$ cat src/rtl/uart_rx_fifo_pkg.sv
// Shared definitions for the UART receive FIFO: default byte width,
// error-flag bit positions and the stored entry layout.
package uart_rx_pkg;

    localparam int DEF_DATA_WIDTH = 8;

    // Bit positions inside the 2-bit error field of an entry
    localparam int ERR_PAR = 1;
    localparam int ERR_STP = 0;

    // One stored frame: error flags above the data byte
    typedef struct packed {
        logic [1:0]                err;
        logic [DEF_DATA_WIDTH-1:0] data;
    } uart_entry_t;

    // Place the receiver's error strobes into their error-field positions
    function automatic logic [1:0] pack_err(input logic par, input logic stp);
        logic [1:0] e;
        e          = '0;
        e[ERR_PAR] = par;
        e[ERR_STP] = stp;
        return e;
    endfunction

endpackage

$ cat src/rtl/uart_rx_fifo_mem.sv
// Storage array for the receive FIFO: synchronous write, asynchronous read.
// Contents are never reset; validity is tracked by the pointer logic.
module uart_rx_fifo_mem #(
    parameter int DEPTH = 8,
    parameter int WIDTH = 10
) (
    input  logic                     clk,
    input  logic                     we,
    input  logic [$clog2(DEPTH)-1:0] waddr,
    input  logic [WIDTH-1:0]         wdata,
    input  logic [$clog2(DEPTH)-1:0] raddr,
    output logic [WIDTH-1:0]         rdata
);

    logic [WIDTH-1:0] mem [DEPTH];

    // Write the entry at the tail slot when a push is accepted
    always_ff @(posedge clk) begin
        if (we) begin
            mem[waddr] <= wdata;
        end
    end

    assign rdata = mem[raddr];

endmodule

$ cat src/rtl/uart_rx_fifo.sv
// Receive-side FIFO behind the UART receiver. Captures one entry per
// data_valid rising edge, presents the head entry first-word-fall-through,
// and raises a sticky overrun flag when a frame arrives while full.
module uart_rx_fifo
    import uart_rx_pkg::*;
#(
    parameter int DATA_WIDTH = DEF_DATA_WIDTH,
    parameter int DEPTH      = 8,
    parameter int DROP_ERR   = 0
) (
    input  logic                     CLK,
    input  logic                     RST,
    input  logic [DATA_WIDTH-1:0]    P_DATA,
    input  logic                     PAR_ERR,
    input  logic                     STP_ERR,
    input  logic                     data_valid,
    input  logic                     rd_ready,
    input  logic                     clr_ovr,
    output logic [DATA_WIDTH-1:0]    rd_data,
    output logic [1:0]               rd_err,
    output logic                     rd_valid,
    output logic                     full,
    output logic [$clog2(DEPTH):0]   count,
    output logic                     overrun
);

    localparam int AW = $clog2(DEPTH);
    localparam int CW = AW + 1;
    localparam int EW = DATA_WIDTH + 2;
    localparam logic [CW-1:0] DEPTH_CNT = CW'(DEPTH);
    localparam bit DROP_EN = (DROP_ERR != 0);

    logic [AW-1:0] rd_ptr;
    logic [AW-1:0] wr_ptr;
    logic [CW-1:0] count_q;
    logic          dv_q;
    logic          overrun_q;

    logic          push_req;
    logic          dropped;
    logic          pop;
    logic          push;
    logic          ovr_evt;
    logic [EW-1:0] wdata;
    logic [EW-1:0] mem_rdata;

    // Status flags derive from the registered count only
    assign rd_valid = (count_q != '0);
    assign full     = (count_q == DEPTH_CNT);
    assign count    = count_q;
    assign overrun  = overrun_q;

    // Head entry is shown only while non-empty so an empty FIFO reads as zero
    assign rd_data  = rd_valid ? mem_rdata[DATA_WIDTH-1:0] : '0;
    assign rd_err   = rd_valid ? mem_rdata[EW-1:DATA_WIDTH] : '0;

    assign wdata    = {pack_err(PAR_ERR, STP_ERR), P_DATA};

    // Push/pop/overrun decisions for the current cycle
    always_comb begin
        push_req = data_valid & ~dv_q;
        dropped  = DROP_EN & (PAR_ERR | STP_ERR);
        pop      = rd_valid & rd_ready;
        push     = push_req & ~dropped & (~full | pop);
        ovr_evt  = push_req & ~dropped & full & ~pop;
    end

    // Strobe history so a long data_valid pulse yields a single push
    always_ff @(posedge CLK or negedge RST) begin
        if (!RST) begin
            dv_q <= 1'b0;
        end else begin
            dv_q <= data_valid;
        end
    end

    // Pointer and occupancy bookkeeping; pointers wrap at DEPTH naturally
    always_ff @(posedge CLK or negedge RST) begin
        if (!RST) begin
            rd_ptr  <= '0;
            wr_ptr  <= '0;
            count_q <= '0;
        end else begin
            if (push) begin
                wr_ptr <= wr_ptr + AW'(1);
            end
            if (pop) begin
                rd_ptr <= rd_ptr + AW'(1);
            end
            case ({push, pop})
                2'b10:   count_q <= count_q + CW'(1);
                2'b01:   count_q <= count_q - CW'(1);
                default: count_q <= count_q;
            endcase
        end
    end

    // Sticky overrun; a new overrun takes priority over a clear request
    always_ff @(posedge CLK or negedge RST) begin
        if (!RST) begin
            overrun_q <= 1'b0;
        end else if (ovr_evt) begin
            overrun_q <= 1'b1;
        end else if (clr_ovr) begin
            overrun_q <= 1'b0;
        end
    end

    uart_rx_fifo_mem #(
        .DEPTH (DEPTH),
        .WIDTH (EW)
    ) u_mem (
        .clk   (CLK),
        .we    (push),
        .waddr (wr_ptr),
        .wdata (wdata),
        .raddr (rd_ptr),
        .rdata (mem_rdata)
    );

endmodule

$ cat config.mk
export PLATFORM = sky130hd
export DESIGN_NAME = uart_rx_fifo
export DESIGN_NICKNAME = d
export VERILOG_FILES = /design/src/rtl/uart_rx_fifo_pkg.sv /design/src/rtl/uart_rx_fifo_mem.sv /design/src/rtl/uart_rx_fifo.sv
export SDC_FILE = /design/constraint.sdc
export NUM_CORES = 1
export LEC_CHECK = 0
export ABC_AREA = 1
export CAP_MARGIN = 20
export CORE_UTILIZATION = 35
export CTS_BUF_LIST = sky130_fd_sc_hd__clkbuf_2 sky130_fd_sc_hd__clkbuf_4 sky130_fd_sc_hd__clkbuf_8
export DETAILED_ROUTE_END_ITERATION = 10
export HOLD_SLACK_MARGIN = 0.05
export PLACE_DENSITY_LB_ADDON = 0.15
export SLEW_MARGIN = 20
export SYNTH_ARGS = -nofsm -noshare
export SYNTH_HDL_FRONTEND = slang
export SYNTH_SLANG_ARGS = --single-unit
$ cat constraint.sdc
create_clock -name CLK -period 1.83 [get_ports CLK]
set_input_delay 0.2745 -clock CLK [delete_from_list [all_inputs] [get_ports CLK]]
set_output_delay 0.2745 -clock CLK [all_outputs]
set_load 0.02 [all_outputs]
Word-level counts from Yosys, hierarchy flattened
Memory sizes are Yosys's and may differ from the RTL's.
Cells that the tools add are included.
- add/subtract/negate cells: 4
- eq/ne operators: 3
- multiplexer cells: 7
- bitwise operators: 9
- reduce and logical (&&, ||, !) cells: 3
- operators by type and width (cell ; count):
    $mux W8 ; 1
    $pmux W4 S2 ; 1
    $add A3 B1 Y3 const B ; 2
    $and A1 B1 Y1 ; 5
    $add A4 B1 Y4 const B ; 1
    $eq A4 B4 Y1 const B ; 1
    $mux W1 ; 4
    $reduce_bool A2 Y1 ; 2
    $reduce_bool A4 Y1 ; 1
    $sub A4 B1 Y4 const B ; 1
    $not A1 Y1 ; 3
    $eq A2 B1 Y1 const B ; 1
    $eq A2 B2 Y1 const B ; 1
    $mux W2 ; 1
    $or A1 B1 Y1 ; 1
- register bits after elaboration: 12
- memory bits (writable): 80
- input port bits: 15
- output and inout port bits: 17
- word-level logic and storage cells: 32
- memories: 1
- memory list (memory ; words ; bits a word ; read ports ; clocked after Yosys merged registers in ; wr ports ; RTL line ; text):
    u_mem.mem ; 8 ; 10 ; 1 ; 0 ; 1 ; uart_rx_fifo_mem.sv:15 ; logic [WIDTH-1:0] mem [DEPTH];

Longest topological paths before layout
Gate-level depths: netlist of run 1.
- word-level depth: 6
- gate-level depth with buffers: 14
- depth with buffers taken out: 14

Cells and area by module
Synthesis of run 1 repeated with hierarchy kept, for this count alone.
- cells, all modules: 457
- area total of the unflattened synthesis: 4356.7 µm²
- modules (own cells, without submodules) (module ; times used ; cells each ; area each (µm²) ; seq. area each (µm²)):
    uart_rx_fifo_mem ; 1 ; 364 ; 3613.5 ; 2402.3
    uart_rx_fifo ; 1 ; 93 ; 743.2 ; 300.3

Least setup slack after synthesis of run 1
OpenSTA, ideal clock, no wires.
- path kind: reg-to-reg
- start point: register count_q[0], in the netlist count[0]
- end point: register count_q[2], in the netlist count[2]
- library setup time: 0.082 ns
- arrival: 2.004 ns
- data required time: 1.748 ns
- setup slack: -0.256 ns
- stages on the path, launching flop included: 13
- buffers on the path: 0
- clock period less this slack: 2.086 ns
- cell sequence: dfrtp_1 -> inv_2 -> nand3_2 -> nor2_2 -> nand2_4 -> nand2_4 -> ha_1 -> nor2_1 -> nor2_1 -> ha_1 -> a21oi_1 -> or2_1 -> a31oi_1
- cells in the longest elaborated chain, start to end: 6
- elaborated cells on any way between the ends: 12
- those cells by class: add/sub (2); eq/ne (3); mux (1); bitwise (4); reduce/logical (2)
- ends and longest elaborated chain (element ; RTL line ; text):
    start, declared ; uart_rx_fifo.sv:35 ; logic [CW-1:0] count_q;
    start signal, assigned ; uart_rx_fifo.sv:91 ; 2'b10: count_q <= count_q + CW'(1);
    start signal, assigned ; uart_rx_fifo.sv:92 ; 2'b01: count_q <= count_q - CW'(1);
    start signal, assigned ; uart_rx_fifo.sv:93 ; default: count_q <= count_q;
    $eq A4 B4 Y1 (*) ; uart_rx_fifo.sv:49 ; assign full = (count_q == DEPTH_CNT);
    named net full ; uart_rx_fifo.sv:22 ; output logic full,
    $not A1 Y1 (*) ; uart_rx_fifo.sv:64 ; push = push_req & ~dropped & (~full | pop);
    $or A1 B1 Y1 (*) ; uart_rx_fifo.sv:64 ;
    $and A1 B1 Y1 (*) ; uart_rx_fifo.sv:64 ;
    $eq A2 B1 Y1 or $eq A2 B2 Y1 (tied branches) ; uart_rx_fifo.sv:90 ; case ({push, pop})
    $pmux W4 S2 or $reduce_bool A2 Y1 (tied branches) ; n/a ;
The timed path passes the listed nets; every way through them passes the cells marked *.
A chain may end at the register's enable or synchronous reset.

Worst setup path in the final report of run 1
- start point: register rd_ptr[0]
- end point: output rd_data[3]
- cells in the longest elaborated chain, start to end: 2
- ends and longest elaborated chain (element ; RTL line ; text):
    start, declared ; uart_rx_fifo.sv:33 ; logic [AW-1:0] rd_ptr;
    start signal, assigned ; uart_rx_fifo.sv:88 ; rd_ptr <= rd_ptr + AW'(1);
    $mem_v2 Z8 W10 ; n/a ;
    $mux W8 ; uart_rx_fifo.sv:54 ; assign rd_data = rd_valid ? mem_rdata[DATA_WIDTH-1:0] : '0;
    end, declared ; uart_rx_fifo.sv:19 ; output logic [DATA_WIDTH-1:0] rd_data,
Every way passes these cells.

==> results of run 1 <==
## final cells by class
cell class / count / share of cell area
Clock buffer: 10 / 0.0253
Clock inverter: 5 / 0.0164
Timing Repair Buffer: 84 / 0.166
Inverter: 16 / 0.0125
Multi-Input combinational cell: 204 / 0.225
Tap cell: 136 / 0.0328
Sequential cell: 92 / 0.522
## state kept, by name (all words and copies together) (netlist names)
signal,flops
count,4
wr_ptr,3
dv_q,1
rd_ptr,3
u_mem.mem,80
overrun,1
## cell usage in the layout, fill, tap and decap left out, types with 3 or more instances in the layout
| cell type | instances |
|---|---|
| o21ai_2 | 4 |
| nand2_1 | 29 |
| clkdlybuf4s50_1 | 18 |
| buf_4 | 36 |
| ha_1 | 3 |
| inv_2 | 6 |
| o21ai_1 | 21 |
| nor2_2 | 13 |
| nor2_4 | 9 |
| o22ai_1 | 8 |
| xnor2_1 | 4 |
| inv_1 | 9 |
| o211ai_1 | 10 |
| o21ai_0 | 21 |
| clkbuf_8 | 9 |
| nor2_1 | 62 |
| buf_16 | 3 |
| nand2_2 | 3 |
| buf_6 | 17 |
| edfxtp_1 | 80 |
| buf_12 | 5 |
| nand3_1 | 4 |
| dfrtp_1 | 7 |
| dfrtp_2 | 5 |
## cells by family (layout without fill, tap and decap cells)
family          count (synthesis)  in the layout  share of synthesized area
buf+inv                        31            115                     0.0345
xor+xnor                        5              5                     0.0114
compound gates                 68             68                     0.0987
fa+ha+maj                       5              5                     0.0163
simple gates                  126            126                      0.136
flops                          92             92                      0.704
## stage by stage
step / util / instances / TNS [ns]
after floorplan: - / 327 / -0.0662
after global placement: 0.440 / 519 / -19.83
after detailed placement: 0.440 / 519 / -22.24
after CTS: 0.482 / 542 / -1.54
after global routing: 0.496 / 547 / -2.93
final: 0.496 / 547 / -1.69
## where the power goes
part           leakage (nW)  internal (W)  switching [W]  total (W)
sequential            0.863       0.00252       0.000170    0.00269
clock                 0.106      0.000785       0.000709    0.00149
combinational         0.972       0.00190        0.00222    0.00413
total                  1.94       0.00520        0.00310    0.00831
## worst reg2reg max path, stage by stage (launching register included)
cell,delay [ns]
dfrtp_2,0.44
buf_6,0.14
nand3_4,0.08
nor2_4,0.04
nand2_4,0.05
nand2_4,0.05
ha_4,0.18
nand2_2,0.06
inv_2,0.04
nor2_2,0.10
ha_2,0.19
a21oi_2,0.04
or2_1,0.20
a31oi_1,0.17
## path summary, 6_finish.rpt
path	end	from	cells past startpoint	slack, ns
min in group CLK	dv_q	data_valid	1	0.39
min reg2reg	overrun	overrun	2	0.53
max reg2reg	count[2]	count[3]	13	-0.03
max	rd_data[3]	rd_ptr[0]	8	-0.22
max in group asynchronous	count[1]	RST	1	1.14
min	rd_ptr[1]	RST	1	0.28
## routing by layer
layer | GRT usage | vias up | share of wire
li1 | - | 1303 | -
met1 | 0.216 | 1344 | 0.45
met2 | 0.274 | 62 | 0.49
met3 | 0.0450 | 10 | 0.046
met4 | 0.0548 | 0 | 0.013
met5 | 0 | - | 0
## repair_timing
item | 4_1_cts | 5_1_grt
buffers inserted | 5 | 5
gates resized for setup | 103 | 45
pin swaps | 15 | 23
cloned | 3 | 2
endpoints found under the setup margin | 21 | 68
==> flow_summary.ini, run 1 <==
[outcome]
status = finished with violations
violations = setup timing

[timing]
final.setup_skew_ns = 0.0167
worstMarginPinSlew_ns = 0.571
hold_viol = 0
worst_slack_ns = -0.219
maxSlewViolCount = 0
setup_viol = 11
fin_hold_ws_ns = 0.278
period_needed_ns = 2.05
slew_headroom = 0.618
period_share = 1.12
rsz0062_at_grt = true
max_freq_ghz = 0.488

[clock_tree]
cts_max_path_buffers = 2
cts_hold_buf = 0
cts.reportedPaths.clkPinSlew_ns = 0.09
cts_root_buf = clkbuf_8
cts.sinks = 92
numCtsBuffers = 9
htreeDepth = 3
worstSkewPairLatency_ns = 0.36
cts_tree = done

[worst_setup_path]
path_max_fanout = 5
cp.required_ns = 1.56
path_common_cell = nor2_1
critical_path.top_delay_family = buffers and inverters
path_class = register to primary output
critPathMaxStageDelay_ns = 0.48
cp_cell_sequence = clkinv_4 > buf_6 > buf_16 > o21ai_2 > o22ai_1 > nor2_1 > nor2_1 > buf_4
slowest_stage = dfrtp_2
cp_num_buf_inv = 4
cp-start-kind = register
crit_arrival_ns = 1.77
end_kind = primary output

[die]
coreArea_um2 = 10500
fp.dieH_um = 107
dieArea_um2 = 11400
ios = 32
rows = 37
die_x_um = 107
start_util = 0.367

[synth]
ys_seq_elements = 92
syn_nets = 347
synth_edf_count = 80
yosysMostFrequentCell = edfxtp_1
synth_common_cells = 80 x edfxtp_1, 79 x nor2_1, 36 x o21ai_0
syn_inst = 327
netlist.area_leader.share = 0.625
synth_warnings = 0
synthesis.area_um2 = 3840
yosys.area.top_type = edfxtp_1
synth_cell_type_count = 25
ys_async_sr_fraction = 0.130
syn_area_per_cell_um2 = 11.7
synth_area_leaders = edfxtp_1 63%, dfrtp_1 7.8%, nor2_1 7.7%
yosys_most_used_dff = edfxtp_1
yosysSeqAreaShare = 0.704

[routing]
wl_per_cell_um = 16.6
drtIter0Drc = 96
drc = 0
vias = 2719
vias_per_cell = 4.97
drt_first_pass_iters = 4
wl_mm = 9.08
antenna_left = 0

[final_layout]
fillers = 972
multiInputGateArea_um2 = 1170
seq_area_um2 = 2710
fin_area_um2 = 5190
nNetsFinal = 427
area_delta_synth_final_pct = 35.1
drive_gt1_frac = 0.316
antennaDiodeCount = 0

[worst_hold_path]
min_path_type = primary input to async pin

[pwr]
p_leak_nw = 1.94
p_per_area_nw_per_um2 = 1600
power_w = 0.00831
ir_drop_uv = 909

[place]
gp_congestion = 0.780
dpl_cell_area_um2 = 4610
dp_slack_ns = -0.315
port_buffers = 31
hpwl_mm = 5.94

[flow_run]
cap_viol_max_count = 0

[global_route]
grt_use_total = 0.168
grt_start_max_net_pins = 22
grt_pass1_vias = 2670
grt-ovfl-total = 0
grt_pass1_wl_mm = 14.2
grt_antenna_before_repair = 0
Note: power is estimated with default switching activity, not from simulation.
==> run 2, diff against run 1 <==
--- a/config.mk
+++ b/config.mk
@@ -9,6 +9,7 @@
 export CAP_MARGIN = 20
 export CORE_UTILIZATION = 35
 export CTS_BUF_LIST = sky130_fd_sc_hd__clkbuf_2 sky130_fd_sc_hd__clkbuf_4 sky130_fd_sc_hd__clkbuf_8
+export CTS_CLUSTER_SIZE = 8
 export DETAILED_ROUTE_END_ITERATION = 10
 export HOLD_SLACK_MARGIN = 0.05
 export PLACE_DENSITY_LB_ADDON = 0.15
==> results of run 2 <==
Same layout as run 1: the final DEF is identical, and so are final timing and power.
==> run 3, diff against run 2 <==
--- a/config.mk
+++ b/config.mk
@@ -13,6 +13,7 @@
 export DETAILED_ROUTE_END_ITERATION = 10
 export HOLD_SLACK_MARGIN = 0.05
 export PLACE_DENSITY_LB_ADDON = 0.15
+export REMOVE_ABC_BUFFERS = 1
 export SLEW_MARGIN = 20
 export SYNTH_ARGS = -nofsm -noshare
 export SYNTH_HDL_FRONTEND = slang
==> flow_summary.ini, run 3 (synthesis gave the netlist of run 1 again) <==
[final_layout]
regMostFlops = u_mem.mem
final_cell_mix = 80 x edfxtp_1, 73 x nor2_1, 45 x buf_4, 27 x o21ai_0, 27 x nand2_1
drive_gt1_frac = 0.278
area_delta_synth_final_pct = 32.6
largest_reg_flops = 80
final_common_cell = edfxtp_1
nNetsFinal = 429
antennaDiodeCount = 0

[worst_setup_path]
rr_worst_depth = 9
r2r-start = count[3]
regToRegSetupSlack_ns = 0
critPathMaxStageDelay_ns = 0.48
r2r_end = u_mem.mem[6][5]
cp_cell_sequence = buf_6 > o21ai_0 > o22ai_1 > nor2_1 > nor2_1 > buf_4
cp-endpoint = rd_data[2]
crit_arrival_ns = 1.68
cp-start-kind = register
slowest_stage = dfrtp_2
end_kind = primary output
path_max_fanout = 15
crit_start = rd_ptr[0]
path_common_cell = nor2_1
cp.required_ns = 1.56
path_class = register to primary output

[timing]
slew_headroom = 0.602
fin_hold_ws_ns = 0.293
worstMarginPinSlew_ns = 0.595
maxSlewViolCount = 0
tns_ns = -0.922
setup_viol = 13
period_share = 1.07
worst_slack_ns = -0.123
period_needed_ns = 1.95
final.setup_skew_ns = 0.00878
max_freq_ghz = 0.512
hold_viol = 0
rsz0062_at_grt = true

[clock_tree]
cts.sinks = 92
worstSkewPairLatency_ns = 0.35
cts_tree = done
numCtsBuffers = 9
htreeDepth = 3
cts.reportedPaths.clkPinSlew_ns = 0.09
cts_root_buf = clkbuf_8
cts_max_path_buffers = 2

[die]
rows = 37
coreArea_um2 = 10500
ios = 32
dieArea_um2 = 11400
die_x_um = 107
fp.dieH_um = 107
start_util = 0.367

[routing]
drtIter0Drc = 174
vias_per_cell = 4.85
antenna_left = 0
vias = 2667
wl_mm = 9.01
drc = 0
wl_per_cell_um = 16.4
drt_first_pass_iters = 4

[global_route]
grt_pass1_vias = 2581
grt_pass1_wl_mm = 13.7
grt_start_max_net_pins = 23
grt-ovfl-total = 0
grt_antenna_before_repair = 0
grt_use_total = 0.164

[place]
port_buffers = 31
gp_congestion = 0.748
hpwl_mm = 6.03

[pwr]
p_per_area_nw_per_um2 = 1570
combPwrFrac = 0.465
ir_drop_uv = 647
swShare = 0.373
power.switching_w = 0.00299
p_int_w = 0.00503
p_leak_nw = 1.92
p_seq_frac = 0.331
p_clk_frac = 0.204

[outcome]
violations = setup timing
status = finished with violations

[worst_hold_path]
min_path_type = primary input to async pin

[flow_run]
cap_viol_max_count = 0
## run 3: layout make-up
cell class                 count  area [um2]
clock buffer                  10         131
sequential                    92        2700
inverter                      16        65.1
clock inverter                 6         111
multi-input combinational    204        1120
tap                          136         170
fill                        1009        5370
timing repair buffer          86         791
## run 3: worst min-delay path by stage
stage	slack, ns	start	cells after the start	end
2_1_floorplan	-0.02	RST	0	count[0]
3_3_place_gp	0.52	overrun	2	overrun
3_5_place_dp	0.53	overrun	2	overrun
4_1_cts	0.30	RST	1	overrun
5_1_grt	0.31	RST	1	overrun
6_report	0.29	RST	1	overrun
## run 3: what timing repair did
action,CTS,global route
cloned,0,1
hold buffers,0,0
setup endpoints to repair,13,71
buffers inserted,1,3
gates resized for setup,67,47
pin swaps,4,14
endpoints found under the hold margin,0,0
## run 3: stage by stage
step / std cells / total power (W) / utilization / setup WS, ns / cell area, um2
2_1_floorplan: 312 / 0.00449 / - / -0.516 / 3770
3_3_place_gp: 529 / 0.00613 / 0.443 / -0.288 / 4640
3_5_place_dp: 529 / 0.00614 / 0.443 / -0.324 / 4640
4_1_cts: 546 / 0.00777 / 0.468 / -0.141 / 4900
5_1_grt: 550 / 0.00851 / 0.487 / -0.252 / 5090
6_report: 550 / 0.00802 / 0.487 / -0.123 / 5090
## run 3: power groups by stage
stage | logic, W | registers [W] | clock network, W
after global placement | 0.00345 | 0.00268 | 0
after CTS | 0.00346 | 0.00264 | 0.00167
final | 0.00373 | 0.00265 | 0.00164
after floorplan | 0.00159 | 0.00289 | 0
after detailed placement | 0.00347 | 0.00268 | 0
after global routing | 0.00408 | 0.00268 | 0.00175
## run 3: layer usage
metal / vias up / wire, um / part of all wire / GRT usage
met5: - / 0 / 0 / 0
met4: 0 / 80 / 0.0089 / 0.0528
met3: 6 / 229 / 0.025 / 0.0274
met2: 44 / 4340 / 0.48 / 0.262
met1: 1307 / 4360 / 0.48 / 0.228
li1: 1310 / - / - / -
## run 3: worst max-delay path, delay by kind of cell, from the launching register on
kind	cells	cell delay, ns
buffers and inverters	2	0.32
AO/OA/AOI/OAI	2	0.35
AND/OR/NAND/NOR	2	0.18
flip-flops	1	0.48
==> RTL edit, RTL diff (settings of run 2) <==
Set the package constant `DEF_DATA_WIDTH` to 7 (it was 8).
--- a/src/rtl/uart_rx_fifo_pkg.sv
+++ b/src/rtl/uart_rx_fifo_pkg.sv
@@ -2,7 +2,7 @@
 // error-flag bit positions and the stored entry layout.
 package uart_rx_pkg;
 
-    localparam int DEF_DATA_WIDTH = 8;
+    localparam int DEF_DATA_WIDTH = 7;
 
     // Bit positions inside the 2-bit error field of an entry
     localparam int ERR_PAR = 1;
Ports: changed (resized P_DATA and rd_data); port bits go from 32 to 30. The function was not compared with the original's and may differ.
==> RTL edit against run 2 <==
The flow still finishes with violations (setup timing); fmax rose by 3.3%; worst setup slack better by 0.065 ns; routed wire length is 7.6% lower; sequential share of layout area shrank 0.37 points; die area fell by 6.9%; power decreased by 7.1%; first-iteration DRC count shrank 2.1%; cell area down 8.3%; via count down 9.4%; final cell count down 4.8%; synthesized area is 7.1% lower; sequential cell count fell by 8.
==> RTL edit: results (changes against run 2) <==
place_congestion: 0.8250  # +5.7%
vias_per_cell: 4.727  # -4.9%
violations: "setup timing"
setup_viol: 9  # -2
fin_cells: 521  # -4.8%
ys_async_sr_fraction_pct: 14.29  # +1.2 points
p_leak_nw: 1.828  # -5.8%
syn_inst: 302  # -7.6%
min_path_type: "in2async"
h-tree-depth: 3  # unchanged
largest_register_ffs: 72  # -10%
grt_max_degree: 21  # -4.5%
regMostFlops: "u_mem.mem"
drt-initial-drc-count: 94  # -2.1%
grt_pass1_vias: 2334  # -13%
max_stage_delay_ns: 0.42  # -0.06 ns
yosysWarnings: 0  # unchanged
synth_common_cells: "72 x edfxtp_1, 71 x nor2_1, 30 x nand2_1"
place_hpwl_mm: 5.623  # -5.3%
placed_area_um2: 4344  # -5.7%
fin_ws_ns: -0.1546  # +0.06479 ns
fin_worst_skew_ns: 0.006583  # -0.01010 ns
io_buffer_count: 29  # -6.5%
synth_area_leaders: "edfxtp_1 61%, dfrtp_1 8.4%, nor2_1 7.5%"
ys_types: 25  # unchanged
grt.overflow.total: 0  # unchanged
synth_nets: 321  # -7.5%
critical_path.max_fanout: 7  # +2
cp_slowest_cell: "dfrtp_1"
drive_gt1_share_pct: 30.41  # -1.2 points
dp_cells: 497  # -4.2%
outcome: "complete, but fails checks"
wirelength_mm: 8.388  # -7.6%
synth_seq_area_share_pct: 68.98  # -1.4 points
crit_family: "buffers and inverters"
synth_edf_count: 72  # -10%
cp.arrival_ns: 1.71  # -0.06 ns
diodes: 0  # unchanged
grt_pass1_wl_mm: 12.54  # -12%
num-nets-final: 403  # -5.6%
vdd_drop_max_v: 0.0007238  # -20%
grt_usage_pct: 16.69  # -0.080 points
max_slew_margin_pct: 60.31  # -1.5 points
RTL edit: changes by cell type after synthesis, sizes merged:
cell,change
a31oi,-1
clkbuf,-2
edfxtp,-8
nand2,-1
nor2,-8
o211ai,-1
o21ai,-3
o22ai,-1
or2,-1
xor2,+1
RTL edit: stage by stage:
| stage | hold slack [ns] | TNS [ns] | setup WS, ns |
|---|---|---|---|
| after CTS | 0.3187 | -1.136 | -0.1529 |
| after global placement | 0.5287 | -18.04 | -0.3592 |
| after floorplan | -0.02109 | -0.07597 | -0.07597 |
| after global routing | 0.3418 | -1.997 | -0.2300 |
| final | 0.2975 | -0.9665 | -0.1546 |
| after detailed placement | 0.5276 | -21.37 | -0.3875 |
RTL edit: area by class of cell:
class | count | area (um2)
Fill cell | 944 | 5062
Tap cell | 133 | 166.4
Multi-Input combinational cell | 189 | 1030
Timing Repair Buffer | 83 | 804.5
Sequential cell | 84 | 2466
Clock inverter | 5 | 77.57
Timing Repair inverter | 1 | 8.758
Inverter | 16 | 72.57
Clock buffer | 10 | 131.4
RTL edit: repair_timing:
| item | in CTS | in global routing |
|---|---|---|
| hold buffers | 0 | 0 |
| gates cloned | 1 | 5 |
| setup endpoints to repair | 18 | 21 |
| pin swaps | 1 | 24 |
| resized for setup | 58 | 31 |
| buffers inserted | 1 | 2 |
RTL edit: layer usage:
metal	vias to the layer above	global-route usage, %	share of wire, %
met2	46	26.56	48
li1	1215	-	-
met4	0	7.151	1.8
met1	1191	22.58	46
met3	11	2.847	4.2
met5	-	0	0
RTL edit: worst paths after layout:
check / startpoint / to / slack, ns / depth (start not counted)
setup reg to reg: count[2]$_DFFE_PN0P_ / count[2]$_DFFE_PN0P_ / 0.07 / 11
hold reg to reg: overrun$_DFFE_PN0P_ / overrun$_DFFE_PN0P_ / 0.54 / 2
hold / removal: RST / dv_q$_DFF_PN0_ / 0.30 / 1
min in group CLK: data_valid / dv_q$_DFF_PN0_ / 0.40 / 1
setup / recovery: rd_ptr[0]$_DFFE_PN0P_ / rd_data[1] / -0.15 / 8
max in group asynchronous: RST / count[1]$_DFFE_PN0P_ / 1.11 / 1
RTL edit: cells by family after synthesis:
family / after synthesis / share of synthesized area [%]
fa+ha+maj: 5 / 1.753
simple gates: 116 / 13.53
flops: 84 / 68.98
compound gates: 62 / 9.639
buf+inv: 29 / 4.626
xor+xnor: 6 / 1.472
RTL edit: worst reg2reg max path: stages, from the launching register on:
cell,delay [ns]
dfrtp_1,0.41
nor2_2,0.13
nand3_2,0.15
nand2_2,0.12
inv_2,0.05
ha_4,0.16
nor2_2,0.09
nor2_2,0.05
ha_1,0.18
a21oi_2,0.11
xor2_1,0.15
o21ai_1,0.07
RTL edit: where the power goes:
part           internal (mW)  switching, mW
Clock                  0.772          0.633
Combinational           1.80           2.09
Sequential              2.30          0.124
